`src/rtl/proc_defs_pkg.sv`:
```
// Shared definitions for the fetch stage: datapath width, reset PC,
// next-PC source encodings and fetch FSM state codes.
package proc_defs;

    localparam int              WIDTH    = 16;
    localparam logic [WIDTH-1:0] RESET_PC = 16'h0000;

    typedef enum logic [1:0] {
        PCSRC_INC  = 2'b00,
        PCSRC_BR   = 2'b01,
        PCSRC_JMP  = 2'b10,
        PCSRC_HOLD = 2'b11
    } pcsrc_e;

    typedef enum logic [1:0] {
        ST_REQ  = 2'b00,
        ST_WAIT = 2'b01,
        ST_HOLD = 2'b10
    } state_e;

endpackage

```
`src/rtl/pc_next_calc.sv`:
```
// Combinational next-PC selection: PC+1, PC+Imm when a branch is taken,
// an absolute jump target, or the current PC for a refetch.
module pc_next_calc #(
    parameter int WIDTH = proc_defs::WIDTH
) (
    input  logic [WIDTH-1:0] pc,
    input  logic [1:0]       pc_src,
    input  logic             branch_taken,
    input  logic [WIDTH-1:0] imm,
    input  logic [WIDTH-1:0] jump_target,
    output logic [WIDTH-1:0] next_pc
);
    import proc_defs::*;

    logic [WIDTH-1:0] pc_inc;
    logic [WIDTH-1:0] pc_branch;

    // Both sums wrap modulo 2^WIDTH; no overflow is reported.
    assign pc_inc    = pc + 1'b1;
    assign pc_branch = pc + imm;

    always_comb begin
        // NOTE: default first so every path assigns next_pc and no latch is inferred.
        next_pc = pc_inc;
        case (pcsrc_e'(pc_src))
            PCSRC_INC:  next_pc = pc_inc;
            PCSRC_BR:   next_pc = branch_taken ? pc_branch : pc_inc;
            PCSRC_JMP:  next_pc = jump_target;
            PCSRC_HOLD: next_pc = pc;
            default:    next_pc = pc_inc;
        endcase
    end

endmodule

```
`src/rtl/pc_fetch_unit.sv`:
```
// Fetch stage: owns the PC, issues instruction-memory reads, latches the
// returned word into IR and advances the PC when control commits PCWrite.
module pc_fetch_unit #(
    parameter int               WIDTH    = proc_defs::WIDTH,
    parameter logic [WIDTH-1:0] RESET_PC = proc_defs::RESET_PC
) (
    input  logic             CLK,
    input  logic             RST,
    input  logic             PCWrite,
    input  logic [1:0]       PCSrc,
    input  logic             BranchTaken,
    input  logic [WIDTH-1:0] Imm,
    input  logic [WIDTH-1:0] JumpTarget,
    input  logic             imem_ready,
    input  logic             imem_valid,
    input  logic [WIDTH-1:0] imem_rdata,
    output logic             imem_req,
    output logic [WIDTH-1:0] imem_addr,
    output logic [WIDTH-1:0] PC,
    output logic [WIDTH-1:0] OldPC,
    output logic [WIDTH-1:0] IR,
    output logic             ir_valid,
    output logic             busy
);
    import proc_defs::*;

    state_e           state_q;
    state_e           state_d;
    logic             fetch_en;
    logic             pc_commit;
    logic             ir_load;
    logic [WIDTH-1:0] next_pc;

    pc_next_calc #(.WIDTH(WIDTH)) u_next_calc (
        .pc           (PC),
        .pc_src       (PCSrc),
        .branch_taken (BranchTaken),
        .imm          (Imm),
        .jump_target  (JumpTarget),
        .next_pc      (next_pc)
    );

    // fetch_en keeps the request low while reset is held; the first edge
    // after release arms it, so fetching starts from that edge on.
    assign pc_commit = (state_q == ST_HOLD) && PCWrite;
    assign ir_load   = (state_q == ST_WAIT) && imem_valid;

    always_ff @(posedge CLK or posedge RST) begin
        if (RST) begin
            // NOTE: sequential state uses non-blocking assignments so every register samples pre-edge values.
            state_q <= ST_REQ;
        end else begin
            state_q <= state_d;
        end
    end

    always_comb begin
        state_d = state_q;
        case (state_q)
            ST_REQ:  if (fetch_en && imem_ready) state_d = ST_WAIT;
            ST_WAIT: if (imem_valid)             state_d = ST_HOLD;
            ST_HOLD: if (PCWrite)                state_d = ST_REQ;
            default:                             state_d = ST_REQ;
        endcase
    end

    always_ff @(posedge CLK or posedge RST) begin
        if (RST) begin
            fetch_en <= 1'b0;
            PC       <= RESET_PC;
            OldPC    <= '0;
            IR       <= '0;
            ir_valid <= 1'b0;
        end else begin
            fetch_en <= 1'b1;
            if (ir_load) begin
                IR       <= imem_rdata;
                OldPC    <= PC;
                ir_valid <= 1'b1;
            end
            if (pc_commit) begin
                PC       <= next_pc;
                ir_valid <= 1'b0;
            end
        end
    end

    assign imem_req  = fetch_en && (state_q == ST_REQ);
    assign imem_addr = PC;
    assign busy      = (state_q != ST_HOLD);

endmodule

```
`config.mk`:
```
export PLATFORM = sky130hd
export DESIGN_NAME = pc_fetch_unit
export DESIGN_NICKNAME = d
export VERILOG_FILES = /design/src/rtl/proc_defs_pkg.sv /design/src/rtl/pc_next_calc.sv /design/src/rtl/pc_fetch_unit.sv
export SDC_FILE = /design/constraint.sdc
export NUM_CORES = 1
export LEC_CHECK = 0
export BUFFER_PORTS_ARGS = -buffer_cell sky130_fd_sc_hd__buf_2
export CORE_MARGIN = 2
export CORE_UTILIZATION = 52
export DETAILED_ROUTE_END_ITERATION = 16
export PLACE_DENSITY = 0.82
export REMOVE_ABC_BUFFERS = 1
export SYNTH_ARGS = -nofsm -noshare
export SYNTH_HDL_FRONTEND = slang
export SYNTH_HIERARCHICAL = 1
export SYNTH_SLANG_ARGS = --single-unit
export TNS_END_PERCENT = 10
```
`constraint.sdc`:
```
create_clock -name CLK -period 3 [get_ports CLK]
set_input_delay 0.3 -clock CLK [delete_from_list [all_inputs] [get_ports CLK]]
set_output_delay 0.3 -clock CLK [all_outputs]
set_load 0.01 [all_outputs]
```
==> results.toml <==
[run_status]
status = "completed"

[route]
antenna_left = 0
drt_pass1_iterations = 5
wl_met2_um = 4700
top_layer = "met4"
vias = 3332
wl_met1_um = 4240
dr_wl_met3_um = 653
drc = 0
wire_per_inst_um = 16.8
wl_um = 9740
drt_iter0_drc = 343
via_per_inst = 5.75

[setup_path]
critPathLaunchType = "flip-flop"
critPathLaunch = "PC[0]"
cp-end-kind = "flip-flop"
worstPathRequired_ns = 3.21
cp_max_fo = 10
cpPeakStageDelay_ns = 0.50
crit_type = "flip-flop to flip-flop"
cp.arrival_ns = 2.92
crit_slowest_cell = "dfrtp_1"
r2r_start = "PC[0]"
crit_chain = "ha_1 > fa_1 > a21o_1 > a31oi_2 > nor3_2 > o31ai_1 > and4_1 > nor3_1 > mux2_2"

[synthesis]
synth_cell_types = 60
synthTopCellsByArea = "dfrtp_1, mux2_4, mux2_2"
ys_ff_latch = 52
synth.avg_cell_area_um2 = 10.3
yosysSeqAreaShare_pct = 33.8
synth_area_mm2 = 0.00385
post-synth-top-area-cell = "dfrtp_1"
yosys_warnings = 6
yosys.area.top_type_share_pct = 33.8
async_flop_share_pct = 100
synthCells = 373
ys.flop_type = "dfrtp_1"
synth-edff-count = 0

[cts]
path_clk_slew_ns = 0.10
cts_resized = 0
clock-sinks = 52
ctsHoldBuffers = 0
cts_setup_buffers = 0
clockBufferDepth = 2
htree_levels = 2
cts_buffers = 5
clkLatencyLatePin_ns = 0.31
clockRootBuffer = "clkbuf_8"
cts_tree = "done"

[grt]
grt_pass1_wl_um = 15700
grt_max_degree = 53
grt_antenna_before_repair = 0
gr-usage-all-layers_pct = 23.5
grt_pass1_vias = 3109
grt_overflow_total = 0

[place]
gp_congestion = 0.881
port_buffers = 122
dp_hpwl_um = 7140
place_inst = 571
place_ws_ns = 0.329
place_area_mm2 = 0.00442

[final_layout]
mostFrequentLayoutCell = "buf_2"
final_area_mm2 = 0.00454
diodes = 0
multi_input_area_mm2 = 0.00229
drive_gt1_share_pct = 42.1
fin_nets = 552
syn_to_final_growth_pct = 17.8
ff_latch_area_mm2 = 0.00130
nFillCells = 620
fin_cells = 579
layout_common_cells = "buf_2, dfrtp_1, mux2_4, nand2_1"

[floorplan]
io_pins = 123
fp-row-count = 31
core-area_mm2 = 0.00721
start_util_pct = 53.4
die_h_um = 90.1
die_width_um = 90.1
dieArea_mm2 = 0.00812

[sta]
skew_ns = 0.00976
setup_viol = 0
layout_min_cycle_time_ns = 2.71
finalWorstSetupSlack_ns = 0.293
tightest_slew_ns = 1.12
timing.final.crit_share_pct = 90.2
slew_headroom_pct = 25.3
fmax_mhz = 369
hold_violations = 0
tns_ns = 0
slew_violations = 0
rsz0062_at_grt = "no"

[hold_path]
min_path_type = "primary input to flip-flop"
hold_start = "imem_rdata[10]"

[pwr]
finalPower_mw = 4.52
power_leakage_nw = 2.27
power.density_mw_per_mm2 = 995
vdd_drop_max_mv = 0.511

[run]
cap_violations = 0
==> power by group <==
part / internal (mW) / leakage [nW] / switching, mW
Clock: 0.273 / 0.0614 / 0.245
Sequential: 1.03 / 0.630 / 0.328
Combinational: 1.30 / 1.58 / 1.35
Total: 2.60 / 2.27 / 1.92
==> kinds of logic (layout without fill, tap and decap cells) <==
logic type,Yosys count,in the layout,share of synthesized area (%)
AOI/OAI and AO/OA,83,83,13.7
other,1,1,0.0973
buffers and inverters,39,146,6.72
adders and majority gates,17,17,5.71
xor gates and xnor gates,25,25,5.68
DFF,52,52,33.8
and+or+nand+nor,101,101,14.3
muxes,55,55,20.0
==> registers in the layout (all words and copies together), names as in the netlist <==
signal,flops
IR,16
OldPC,16
PC,16
state_q,2
fetch_en,1
ir_valid,1
==> through the flow <==
stage | utilization (%) | hold WS (ns)
4_1_cts | 62.9 | 0.209
5_1_grt | 62.9 | 0.205
3_5_place_dp | 61.3 | 0.490
3_3_place_gp | 61.3 | 0.481
2_1_floorplan | - | 0.411
6_report | 62.9 | 0.218
==> final cells by class <==
class / count / area share (%)
clock buffers: 6 / 1.82
clock inverters: 2 / 0.854
inverters: 8 / 0.661
multi-input cells: 282 / 50.5
flip-flops and latches: 52 / 28.7
well taps: 99 / 2.73
repair buffers: 130 / 14.8
==> Yosys cell counts (2+ instances only) <==
| library cell | n |
|---|---|
| dfrtp_1 | 52 |
| mux2_4 | 29 |
| nand2_1 | 29 |
| a21oi_1 | 23 |
| o21ai_0 | 23 |
| nor2_1 | 22 |
| mux2_2 | 21 |
| buf_4 | 16 |
| ha_1 | 16 |
| xnor2_1 | 15 |
| nand3_1 | 11 |
| xor2_1 | 10 |
| inv_1 | 7 |
| nand4_1 | 7 |
| nand2b_1 | 6 |
| a21o_1 | 5 |
| buf_6 | 5 |
| a211oi_1 | 4 |
| and4_1 | 4 |
| clkbuf_1 | 4 |
| mux4_2 | 4 |
| nor2b_1 | 4 |
| nor3_1 | 4 |
| a221oi_1 | 3 |
| a22oi_1 | 3 |
| a31oi_1 | 3 |
| o211ai_1 | 3 |
| o31a_1 | 3 |
| and2_1 | 2 |
| buf_2 | 2 |
| clkbuf_2 | 2 |
| nand3b_4 | 2 |
| nor4_1 | 2 |
==> critical path: cells and delay by family (launching register included) <==
family	cells	cell delay (ns)
flops	1	0.50
mux	1	0.25
simple gates	3	0.37
compound gates	3	0.78
fa+ha+maj	2	0.69
==> path summary, 6_finish.rpt <==
kind,end,slack [ns],cells after the start
setup / recovery,PC[14],0.29,9
hold reg to reg,IR[2],0.51,1
setup reg to reg,PC[14],0.29,9
max in group asynchronous,OldPC[3],2.05,2
hold / removal,IR[10],0.22,2
min in group asynchronous,OldPC[13],0.26,2
==> metal layers <==
layer  GRT usage, %  vias to the layer above
met2           40.0                      162
met4           5.90                        0
met3           2.77                       18
met5              0                        -
met1           31.9                     1588
li1               -                     1564
(Power assumes the default switching activity.)
